**src/rtl/uart_frame_pkg.sv**
```systemverilog
// -----------------------------------------------------------------------------
// uart_frame_pkg
// Shared definitions for the UART frame collector:
//   - seqState_t : read sequencer state encoding (IDLE / READ)
//   - DEF_*      : default values for the NCH / BYTES / TOUT parameters
//   - idxWidth() : width of an index into n items (never below 1 bit)
//   - cntWidth() : width of a counter that must hold 0..n inclusive
// -----------------------------------------------------------------------------
package uart_frame_pkg;

  localparam int DEF_NCH   = 5;
  localparam int DEF_BYTES = 4;
  localparam int DEF_TOUT  = 800;  // 10 us at 80 MHz

  typedef enum logic {
    IDLE = 1'b0,
    READ = 1'b1
  } seqState_t;

  function automatic int idxWidth(input int n);
    return (n > 1) ? $clog2(n) : 1;
  endfunction

  function automatic int cntWidth(input int n);
    return $clog2(n + 1);
  endfunction

endpackage

```
**src/rtl/uart_frame_chan.sv**
```systemverilog
// -----------------------------------------------------------------------------
// uart_frame_chan
// One receive channel: collects BYTES bytes into local storage, flags full,
// flags overrun when a byte arrives while full, and (with FRAME_TIMEOUT_EN
// defined) discards a partial frame after TOUT silent cycles.
//
// Ports:
//   clk, rst     clock, asynchronous active-low reset
//   clear        frameStart: empties the channel and clears both flags
//   drain        sequencer has emitted this channel's frame; empty it
//   iValid/iData received-byte strobe and byte
//   full         registered: BYTES bytes held
//   overrun      sticky: byte dropped because channel was full
//   tout         sticky: partial frame discarded on gap timeout (0 if disabled)
//   frameData    stored bytes, byte j at [8j+7:8j]
// -----------------------------------------------------------------------------
module uart_frame_chan
  import uart_frame_pkg::*;
#(
  parameter int BYTES = DEF_BYTES,
  parameter int TOUT  = DEF_TOUT
) (
  input  logic               clk,
  input  logic               rst,
  input  logic               clear,
  input  logic               drain,
  input  logic               iValid,
  input  logic [7:0]         iData,
  output logic               full,
  output logic               overrun,
  output logic               tout,
  output logic [BYTES*8-1:0] frameData
);

  localparam int WCW = cntWidth(BYTES);
  localparam int IW  = idxWidth(BYTES);
  localparam logic [WCW-1:0] LAST_CNT = WCW'(BYTES - 1);

  logic [WCW-1:0] wcnt;
  logic [7:0]     mem [BYTES];
  logic           accept;
  logic           toutHit;

  // frameStart wins over a coincident byte; a full channel drops the byte.
  assign accept = iValid && !full && !clear;

  // NOTE: payload storage has no reset; wcnt/full decide what is valid, and
  // leaving the RAM unreset lets it map onto plain flops or a memory macro.
  always_ff @(posedge clk) begin
    if (accept) mem[wcnt[IW-1:0]] <= iData;
  end

  for (genvar j = 0; j < BYTES; j++) begin : gPack
    assign frameData[8*j +: 8] = mem[j];
  end

  always_ff @(posedge clk or negedge rst) begin
    if (!rst) begin
      // NOTE: sequential state uses non-blocking (<=) so every flop samples
      // pre-edge values regardless of statement order.
      wcnt    <= '0;
      full    <= 1'b0;
      overrun <= 1'b0;
    end else if (clear) begin
      wcnt    <= '0;
      full    <= 1'b0;
      overrun <= 1'b0;
    end else begin
      if (drain) begin
        wcnt <= '0;
        full <= 1'b0;
      end else if (accept) begin
        wcnt <= wcnt + WCW'(1);
        full <= (wcnt == LAST_CNT);
      end else if (toutHit) begin
        wcnt <= '0;
      end
      if (iValid && full) overrun <= 1'b1;
    end
  end

`ifdef FRAME_TIMEOUT_EN
  localparam int GW = cntWidth(TOUT);

  logic [GW-1:0] gapCnt;
  logic          partial;
  logic          toutFlag;

  assign partial = (wcnt != '0) && !full;
  // gapCnt holds the number of silent cycles already elapsed, so the limit
  // is reached during the cycle in which it reads TOUT-1.
  assign toutHit = partial && !iValid && (gapCnt == GW'(TOUT - 1));
  assign tout    = toutFlag;

  always_ff @(posedge clk or negedge rst) begin
    if (!rst) begin
      gapCnt   <= '0;
      toutFlag <= 1'b0;
    end else if (clear) begin
      gapCnt   <= '0;
      toutFlag <= 1'b0;
    end else begin
      if (accept || toutHit || !partial) gapCnt <= '0;
      else                               gapCnt <= gapCnt + GW'(1);
      if (toutHit) toutFlag <= 1'b1;
    end
  end
`else
  // Without the timeout feature partial frames wait for frameStart.
  localparam int unusedTout = TOUT;
  assign toutHit = 1'b0;
  assign tout    = 1'b0;
`endif

endmodule

```
**src/rtl/uart_frame_collector.sv**
```systemverilog
// -----------------------------------------------------------------------------
// uart_frame_collector
// Collects fixed-length frames from NCH UART byte streams and replays each
// completed frame as a burst of BYTES strobed bytes, serving full channels
// round-robin. Optional gap timeout: define FRAME_TIMEOUT_EN.
//
// Ports:
//   clk, rst       clock, asynchronous active-low reset
//   frameStart     start of request cycle: clears channels/flags, aborts READ
//   iValid, iData  per-channel byte strobe, channel k byte at [8k+7:8k]
//   oStrob         output byte valid
//   oData/oCh/oIdx byte, source channel, index in frame (zero when idle)
//   oLast          final byte of the frame
//   busy           sequencer in READ
//   overrun, tout  per-channel sticky flags
// -----------------------------------------------------------------------------
module uart_frame_collector
  import uart_frame_pkg::*;
#(
  parameter int NCH   = DEF_NCH,
  parameter int BYTES = DEF_BYTES,
  parameter int TOUT  = DEF_TOUT
) (
  input  logic                       clk,
  input  logic                       rst,
  input  logic                       frameStart,
  input  logic [NCH-1:0]             iValid,
  input  logic [NCH*8-1:0]           iData,
  output logic                       oStrob,
  output logic [7:0]                 oData,
  output logic [idxWidth(NCH)-1:0]   oCh,
  output logic [idxWidth(BYTES)-1:0] oIdx,
  output logic                       oLast,
  output logic                       busy,
  output logic [NCH-1:0]             overrun,
  output logic [NCH-1:0]             tout
);

  localparam int CW = idxWidth(NCH);
  localparam int IW = idxWidth(BYTES);
  localparam logic [IW-1:0] LAST_IDX = IW'(BYTES - 1);
  localparam logic [CW-1:0] LAST_CH  = CW'(NCH - 1);

  seqState_t          state, nextState;
  logic [CW-1:0]      ptr, pickCh, chN;
  logic               found;
  logic [IW-1:0]      idxN;
  logic               strobN, lastN, frameDone;
  logic [7:0]         dataN;
  logic [NCH-1:0]     chFull, drain;
  logic [BYTES*8-1:0] chData [NCH];

  for (genvar k = 0; k < NCH; k++) begin : gChan
    uart_frame_chan #(.BYTES(BYTES), .TOUT(TOUT)) uChan (
      .clk       (clk),
      .rst       (rst),
      .clear     (frameStart),
      .drain     (drain[k]),
      .iValid    (iValid[k]),
      .iData     (iData[8*k +: 8]),
      .full      (chFull[k]),
      .overrun   (overrun[k]),
      .tout      (tout[k]),
      .frameData (chData[k])
    );
  end

  // oCh/oIdx double as the sequencer's read channel and index: they are only
  // non-zero while READ, which is exactly when they are needed.
  assign frameDone = (state == READ) && (oIdx == LAST_IDX) && !frameStart;
  assign busy      = (state != IDLE);

  // State and registered outputs
  always_ff @(posedge clk or negedge rst) begin
    if (!rst) begin
      state  <= IDLE;
      ptr    <= '0;
      oStrob <= 1'b0;
      oData  <= '0;
      oCh    <= '0;
      oIdx   <= '0;
      oLast  <= 1'b0;
    end else begin
      state  <= nextState;
      oStrob <= strobN;
      oData  <= dataN;
      oCh    <= chN;
      oIdx   <= idxN;
      oLast  <= lastN;
      if (frameDone) ptr <= (oCh == LAST_CH) ? '0 : oCh + CW'(1);
    end
  end

  // Next state, including the round-robin search from ptr
  always_comb begin
    // NOTE: every variable gets a default before any branch so no path
    // leaves it unassigned, which would infer a latch.
    nextState = state;
    found     = 1'b0;
    pickCh    = '0;
    for (int i = 0; i < NCH; i++) begin
      int c;
      c = (int'(ptr) + i) % NCH;
      if (!found && chFull[c]) begin
        found  = 1'b1;
        pickCh = CW'(c);
      end
    end
    unique case (state)
      IDLE: if (found) nextState = READ;
      READ: if (oIdx == LAST_IDX) nextState = IDLE;
    endcase
    if (frameStart) nextState = IDLE;
  end

  // Next output values; zero whenever the next cycle is not a READ cycle
  always_comb begin
    chN    = '0;
    idxN   = '0;
    strobN = 1'b0;
    dataN  = '0;
    lastN  = 1'b0;
    drain  = '0;
    if (nextState == READ) begin
      strobN = 1'b1;
      if (state == IDLE) begin
        chN  = pickCh;
        idxN = '0;
      end else begin
        chN  = oCh;
        idxN = oIdx + IW'(1);
      end
      dataN = chData[chN][8*int'(idxN) +: 8];
      lastN = (idxN == LAST_IDX);
    end
    if (frameDone) drain[oCh] = 1'b1;
  end

endmodule

```
**config.mk**
```make
export PLATFORM = sky130hd
export DESIGN_NAME = uart_frame_collector
export DESIGN_NICKNAME = d
export VERILOG_FILES = /design/src/rtl/uart_frame_pkg.sv /design/src/rtl/uart_frame_chan.sv /design/src/rtl/uart_frame_collector.sv
export SDC_FILE = /design/constraint.sdc
export NUM_CORES = 1
export LEC_CHECK = 0
export BUFFER_PORTS_ARGS = -buffer_cell sky130_fd_sc_hd__clkbuf_2
export CAP_MARGIN = 10
export CELL_PAD_IN_SITES_DETAIL_PLACEMENT = 0
export CELL_PAD_IN_SITES_GLOBAL_PLACEMENT = 1
export CORE_AREA = 2 2 112 196
export CTS_BUF_LIST = sky130_fd_sc_hd__clkbuf_8 sky130_fd_sc_hd__clkbuf_16
export DETAILED_ROUTE_END_ITERATION = 12
export DIE_AREA = 0 0 114 198
export PLACE_DENSITY_LB_ADDON = 0.1
export SYNTH_ARGS = -nofsm -noshare
export SYNTH_HDL_FRONTEND = slang
export SYNTH_SLANG_ARGS = --single-unit
```
**constraint.sdc**
```tcl
create_clock -name clk -period 6.7 [get_ports clk]
set_input_delay 1.34 -clock clk [delete_from_list [all_inputs] [get_ports clk]]
set_output_delay 1.34 -clock clk [all_outputs]
set_load 0.02 [all_outputs]
```
==> metrics.md, run 1 <==
| Metric | Value |
|---|---|
| Max VDD drop | `0.2290 mV` |
| DR WL/cell | `23.61 um` |
| Syn Std Cell Area | `10310 um^2` |
| Drt drc | `0` |
| GPL Wtd Cong | `0.8681` |
| Clock-pin slew on the worst setup and hold paths | `0.07 ns` |
| Synth area leaders | `edfxtp_1 (47%), dfrtp_1 (10%), ha_1 (5.8%)` |
| Tmin final | `6.151 ns` |
| Vias in the first global route | `7173` |
| Die area | `22570 um^2` |
| CTS tree | `done` |
| Starting Density | `48.79%` |
| # setup viols final | `0` |
| Pre-CTS setup slack | `0.5832 ns` |
| Routed Antenna Nets | `0` |
| TritonCTS buffer count | `18` |
| Hold buffers post-CTS | `0` |
| Final worst setup slack | `0.5490 ns` |
| CP Buf/Inv Count | `2` |
| Max clock buf depth | `3` |
| DRT Wirelength | `26.78 mm` |
| Final Hold Fails | `0` |
| Average cell area after synthesis | `12.56 um^2` |
| PortBufs | `68` |
| Chip width | `114 um` |
| Share of layout cells above drive strength 1 | `15.93%` |
| Unrepaired setup endpoints after global routing | `false` |
| Pin count of the biggest net entering global routing | `44` |
| Synth warn | `0` |
| Via density | `6.081` |
| Outcome | `completed` |
| Top cell type's share of synthesized area | `46.58%` |
| CP cell instances | `inv_1 -> ha_1 -> xnor2_2 -> inv_1 -> ha_1 -> or2_2 -> o211ai_1 -> nand2_1 -> ha_1 -> nand2b_1 -> o221ai_1 -> a21oi_1 -> mux2i_1 -> or2_2 -> a31oi_1 -> or3_1 -> nand3_2 -> o21ai_4 -> nor3_2 -> a32oi_1 -> o31ai_1` |
| Setup CP Type | `flop to flop` |
| Worst slew pin tran | `1.094 ns` |
| Placed cell areas | `10780 um^2` |
| Slowest stage delay, CP | `0.59 ns` |
| Slowest CP cell | `nor3_2` |
| Routed vias | `6896` |
| Synth cell count leaders | `edfxtp_1 (160), ha_1 (48), nand2_1 (48)` |
| Total Nets Final | `964` |
| Pre-antenna DRT Iters | `7` |
| Fill cells | `1786` |
| Crit end category | `flop` |
| Post-CTS Setup Bufs | `0` |
| Clk_skew | `0.01341 ns` |
| Max_slew headroom | `27.03%` |
| Ys async rst share | `21.18%` |
| TNS Setup | `0 ns` |
| Pwr/cell area | `238.5 nW/um^2` |
| Hold WS | `0.4996 ns` |
| Clk root buf | `clkbuf_16` |
| Crit-path leading delay family | `simple AND/OR/NAND/NOR gates` |
| Worst path most repeated cell | `ha_1` |
| Core Region | `21140 um^2` |
| Critical Path RT | `7.08 ns` |
| # Max-Cap Violations | `0` |
| Worst-skew pair later-pin latency | `0.49 ns` |
| Footprint of the multi-input gates | `4055 um^2` |
| Fin crit share | `91.81%` |
| F_max | `162.6 MHz` |
| Pwr Total | `2.723 mW` |
| Die Ht | `198 um` |
| Mapped Cells | `821` |
| Final Cell Area | `11420 um^2` |
| Clock Sinks | `203` |
| Max Slew Vio Count | `0` |
| Register area | `5881 um^2` |
| Hold Crit Class | `flop to flop` |
| 1st-iter DRT viols | `484` |
| WP data arrival | `6.53 ns` |
| Initial antenna violation count | `0` |
| Count leader, synth | `edfxtp_1` |
| Antenna cells | `0` |
| Sequential share of the synthesized area | `57.01%` |
| Critical Path Fanout Max | `17` |
| Library cells used by synthesis | `75` |
| Post-synth EDFFs | `160` |
| H-tree Lvls | `1` |
| DP Wirelength | `19.55 mm` |
| Post_cts resized | `0` |
| Global-route wire length before repair | `41.01 mm` |
| Synth area leader | `edfxtp_1` |
| FP Rows | `71` |
| Top_reg_cell synth | `edfxtp_1` |
| Setup crit start kind | `flop` |
| Grt total ovfl | `0` |
| Total Routing Usage GR | `24.10%` |
| Yosys reg bits | `203` |
| Area grow syn2layout | `10.67%` |
| IO Pins | `74` |
| Lkg Pwr | `4.465 nW` |
-- state kept, by name, summed over array words and instances, names as in the netlist --
signal               count
gChan.uChan.mem        160
oCh                      3
oIdx                     2
oLast                    1
gChan.uChan.full         5
gChan.uChan.overrun      5
oData                    8
gChan.uChan.wcnt        15
oStrob                   1
ptr                      3
-- cells in the final DEF, fill, tap and decap left out, types with 19 or more instances in the layout --
| cell | netlist | routed |
|---|---|---|
| edfxtp_1 | 160 | 160 |
| clkbuf_2 | 0 | 68 |
| nand2_1 | 48 | 48 |
| mux2i_1 | 47 | 47 |
| ha_1 | 48 | 47 |
| nor2_1 | 44 | 44 |
| dfrtp_1 | 43 | 43 |
| inv_1 | 32 | 35 |
| a21oi_1 | 33 | 33 |
| o21ai_0 | 24 | 24 |
| and2_1 | 23 | 23 |
| nor2b_1 | 20 | 20 |
| clkbuf_16 | 0 | 19 |
-- final timing paths --
| kind | startpoint | end | slack [ns] | cells after the start |
|---|---|---|---|---|
| max in group asynchronous | rst | gChan[4].uChan.wcnt[1] | 5.29 | 2 |
| worst min register to register | gChan[2].uChan.overrun | gChan[2].uChan.overrun | 0.50 | 2 |
| worst max register to register | ptr[1] | oData[2] | 0.55 | 21 |
| worst max-delay path | ptr[1] | oData[2] | 0.55 | 21 |
| worst min-delay path | gChan[2].uChan.overrun | gChan[2].uChan.overrun | 0.50 | 2 |
| min in group asynchronous | rst | oData[5] | 0.98 | 2 |
-- final cells by class --
class                   count  area share [%]
clock inverters            12           1.195
repair buffers             77           3.573
clock buffers              20           4.285
multi-input cells         533           35.52
flip-flops and latches    203           51.51
well taps                 255           2.795
inverters                  34           1.118
-- layer usage --
layer  global-route usage [%]  up-vias  wire, um
met5                        0        -         0
met4                    8.808        0       944
met3                    2.326       55       813
met2                    46.94      196     15070
met1                    26.53     3456      9944
li1                         -     3189         -
-- worst reg2reg max path, stage by stage (launching register included) --
cell and delay [ns]:
dfrtp_1 0.50, inv_1 0.26, ha_1 0.38, xnor2_2 0.35, inv_1 0.18, ha_1 0.24
or2_2 0.32, o211ai_1 0.31, nand2_1 0.17, ha_1 0.24, nand2b_1 0.10, o221ai_1 0.12
a21oi_1 0.42, mux2i_1 0.32, or2_2 0.17, a31oi_1 0.07, or3_1 0.38, nand3_2 0.37
o21ai_4 0.28, nor3_2 0.60, a32oi_1 0.17, o31ai_1 0.11
-- stage by stage --
stage,instances,utilization [%]
6_report,1134,53.99
5_1_grt,1134,53.99
4_1_cts,1134,53.95
3_5_place_dp,1102,50.99
3_3_place_gp,1102,50.99
2_1_floorplan,825,-
-- report_power, final --
part / leakage (nW) / switching [mW] / internal (mW)
registers: 2.05 / 0.0203 / 1.39
clock network: 0.316 / 0.442 / 0.643
logic: 2.10 / 0.147 / 0.0777
total: 4.46 / 0.609 / 2.11
-- cell families after synthesis --
family | Yosys count | share of synthesized area, %
adder cells (fa/ha/maj) | 49 | 6.017
multiplexers | 55 | 6.089
XOR/XNOR | 13 | 1.359
flip-flops | 203 | 57.01
AO/OA/AOI/OAI | 216 | 15.66
AND/OR/NAND/NOR | 195 | 9.777
buffers and inverters | 89 | 4.052
other | 1 | 0.03636
No activity file was read; power rests on OpenSTA's default activity.
==> run 2: changes to the inputs <==
--- a/config.mk
+++ b/config.mk
@@ -9,11 +9,13 @@
 export CAP_MARGIN = 10
 export CELL_PAD_IN_SITES_DETAIL_PLACEMENT = 0
 export CELL_PAD_IN_SITES_GLOBAL_PLACEMENT = 1
-export CORE_AREA = 2 2 112 196
+export CORE_AREA = 2 2 114 199
 export CTS_BUF_LIST = sky130_fd_sc_hd__clkbuf_8 sky130_fd_sc_hd__clkbuf_16
 export DETAILED_ROUTE_END_ITERATION = 12
-export DIE_AREA = 0 0 114 198
+export DIE_AREA = 0 0 116 201
+export MAX_ROUTING_LAYER = met4
 export PLACE_DENSITY_LB_ADDON = 0.1
 export SYNTH_ARGS = -nofsm -noshare
 export SYNTH_HDL_FRONTEND = slang
+export SYNTH_HIERARCHICAL = 1
 export SYNTH_SLANG_ARGS = --single-unit
==> metrics.md, run 2 <==
| Metric | Value |
|---|---|
| Outcome | `completed` |
| Hold buffers post-CTS | `0 (unchanged)` |
| Pin count of the biggest net entering global routing | `44 (unchanged)` |
| Max VDD drop | `0.2470 mV (+7.9%)` |
| Post_cts resized | `0 (unchanged)` |
| Hold WS | `0.5080 ns (+0.008316 ns)` |
| Share of layout cells above drive strength 1 | `19.18% (+3.3 points)` |
| DRT Wirelength | `26.50 mm (-1.0%)` |
| Metal2 WL | `14.83 mm (-1.6%)` |
| Final Hold Fails | `0 (unchanged)` |
| Crit end category | `flop` |
| Grt total ovfl | `0 (unchanged)` |
| WP data arrival | `6.14 ns (-0.39 ns)` |
| Sequential share of the synthesized area | `55.17% (-1.8 points)` |
| Post-CTS Setup Bufs | `0 (unchanged)` |
| Lkg Pwr | `4.771 nW (+6.9%)` |
| TritonCTS buffer count | `19 (+1)` |
| Routed vias | `7069 (+2.5%)` |
| # setup viols final | `0 (unchanged)` |
| DR top layer | `met4` |
| Final Cell Area | `11880 um^2 (+4.1%)` |
| Final core utilization | `54.49% (+0.50 points)` |
| Starting Density | `48.89% (+0.11 points)` |
| Max reg flops | `160 (unchanged)` |
| # Max-Cap Violations | `0 (unchanged)` |
| Pwr/cell area | `233.0 nW/um^2 (-2.3%)` |
| Flop2flop setup slack | `0.95 ns (+0.40 ns)` |
| Hold Crit Class | `flop to flop` |
| Pre-antenna DRT Iters | `4 (-3)` |
| IO Pins | `74 (unchanged)` |
| Critical Path Fanout Max | `18 (+1)` |
| Synth Net Count | `928` |
| Clk root buf | `clkbuf_16` |
| Max_slew headroom | `30.07% (+3.0 points)` |
| Ys async rst share | `21.18% (unchanged)` |
| Vias in the first global route | `7395 (+3.1%)` |
| Clock-pin slew on the worst setup and hold paths | `0.07 ns (about the same)` |
| Via density | `5.876 (-3.4%)` |
| Top cell type's share of synthesized area | `45.08% (-1.5 points)` |
| Synth area leaders | `edfxtp_1 (45%), dfrtp_1 (10%), mux2i_1 (6.4%)` |
| Setup CP Type | `flop to flop` |
| CTS tree | `done` |
| Drt drc | `0 (unchanged)` |
| Global-route wire length before repair | `41.21 mm (+0.49%)` |
| Pwr Total | `2.768 mW (+1.6%)` |
| Worst slew pin tran | `1.039 ns (-0.05515 ns)` |
| Max clock buf depth | `3 (unchanged)` |
| FP Rows | `72 (+1.4%)` |
| Most common cell after layout, fill and taps aside | `edfxtp_1` |
| Library cells used by synthesis | `83 (+11%)` |
| Total Nets Final | `985 (+2.2%)` |
| Fin crit share | `85.84% (-6.0 points)` |
| Top_reg_cell synth | `edfxtp_1` |
| Core Region | `21800 um^2 (+3.1%)` |
| Average cell area after synthesis | `12.73 um^2 (+1.4%)` |
| Antenna cells | `0 (unchanged)` |
| Placed cell areas | `11240 um^2 (+4.3%)` |
| TNS Setup | `0 ns (unchanged)` |
| Die area | `23320 um^2 (+3.3%)` |
| Yosys reg bits | `203 (unchanged)` |
| Synth warn | `6 (+6)` |
| Unrepaired setup endpoints after global routing | `false` |
| F_max | `173.9 MHz (+6.9%)` |
| Chip width | `116 um (+1.8%)` |
| Met1 WL | `9.956 mm (+0.12%)` |
| DP Wirelength | `18.90 mm (-3.3%)` |
| Synth cell count leaders | `edfxtp_1 (160), mux2i_1 (68), nor2_1 (53)` |
| Routed Antenna Nets | `0 (unchanged)` |
| Critical Path RT | `7.08 ns (about the same)` |
| Tmin final | `5.751 ns (-0.3997 ns)` |
| Mapped Cells | `837 (+1.9%)` |
| Count leader, synth | `edfxtp_1` |
| Initial antenna violation count | `0 (unchanged)` |
| GPL Wtd Cong | `0.8056 (-7.2%)` |
| Die Ht | `201 um (+1.5%)` |
| 1st-iter DRT viols | `457 (-5.6%)` |
| Area grow syn2layout | `11.46%` |
| WL met3 | `1.038 mm (+28%)` |
| Post-synth EDFFs | `160 (unchanged)` |
| Clock Sinks | `203 (unchanged)` |
| Max Slew Vio Count | `0 (unchanged)` |
| Worst-skew pair later-pin latency | `0.49 ns (about the same)` |
| Total Routing Usage GR | `23.93% (-0.16 points)` |
| PortBufs | `68 (unchanged)` |
| Synth area leader | `edfxtp_1` |
| Setup crit start kind | `flop` |
| Clk_skew | `0.01817 ns (+0.004759 ns)` |
| DR WL/cell | `22.03 um (-6.7%)` |
| Most frequent cells in the layout | `edfxtp_1 (160), mux2i_1 (68), clkbuf_2 (68), nor2_1 (53), nand2_1 (44)` |
| Syn Std Cell Area | `10660 um^2 (+3.3%)` |
| H-tree Lvls | `1 (unchanged)` |
[run 2: cell types whose count changed after synthesis, moves of 10 or more]
| cell | change |
|---|---|
| a31oi_1 | -16 |
| mux2i_1 | +21 |
| mux4_2 | +13 |
| nand4b_1 | +11 |
| nor3_1 | +18 |
| o22ai_1 | -10 |
| o31ai_1 | -14 |
[run 2: kinds of logic (layout without fill, tap and decap cells)]
family,count (synthesis),count (layout),synth area share (%)
compound gates,174,174,12.28
xor+xnor,13,13,1.244
fa+ha+maj,43,43,5.048
buf+inv,79,149,3.416
flops,203,203,55.17
mux,90,90,10.68
other cells,5,5,0.1761
simple gates,230,230,11.99
[run 2: area by class of cell]
cell class,instances,area (um^2)
sequential,203,5881
fill,1916,9921
tap,296,370.4
clock buffer,20,489.2
clock inverter,14,150.1
timing repair buffer,82,445.4
multi-input combinational,555,4420
inverter,33,123.9
[run 2: metrics by stage]
stage | instances | setup WS, ns
global route | 1203 | 0.5426
CTS | 1203 | 0.9683
finish | 1203 | 0.9487
floorplan | 837 | 2.120
detailed placement | 1169 | 0.9719
global placement | 1169 | 1.086
[run 2: worst paths after layout]
| path | from | to | depth (start not counted) |
|---|---|---|---|
| worst max-delay path | ptr[0] | oData[3] | 17 |
| worst min-delay path | gChan[4].uChan/overrun | gChan[4].uChan/overrun | 2 |
| worst max register to register | ptr[0] | oData[3] | 17 |
| worst min register to register | gChan[4].uChan/overrun | gChan[4].uChan/overrun | 2 |
| max in group asynchronous | rst | gChan[1].uChan/wcnt[2] | 2 |
| min in group asynchronous | rst | gChan[0].uChan/overrun | 2 |
[run 2: layer usage]
| metal | vias up | global-route usage [%] |
|---|---|---|
| met5 | - | - |
| met4 | 0 | 6.718 |
| met3 | 46 | 2.566 |
| met2 | 177 | 44.13 |
| met1 | 3576 | 26.90 |
| li1 | 3270 | - |
[run 2: worst max-delay path, cell delays in order, from the launching register on]
cell and delay, ns:
dfrtp_1 0.47, inv_1 0.43, ha_1 0.34, inv_1 0.07
ha_1 0.44, inv_1 0.10, ha_1 0.38, nand3_1 0.10
a2111oi_0 0.79, o41ai_1 0.17, a211o_1 0.36, a31oi_1 0.33
o31ai_4 0.21, a22oi_4 0.47, buf_4 0.40, mux2i_1 0.24
o221ai_1 0.14, o211a_1 0.17
[run 2: where the power goes]
group	total (mW)	internal [mW]	switching, mW
clock network	1.11	0.649	0.460
logic	0.230	0.0841	0.146
registers	1.43	1.40	0.0241
total	2.77	2.14	0.630
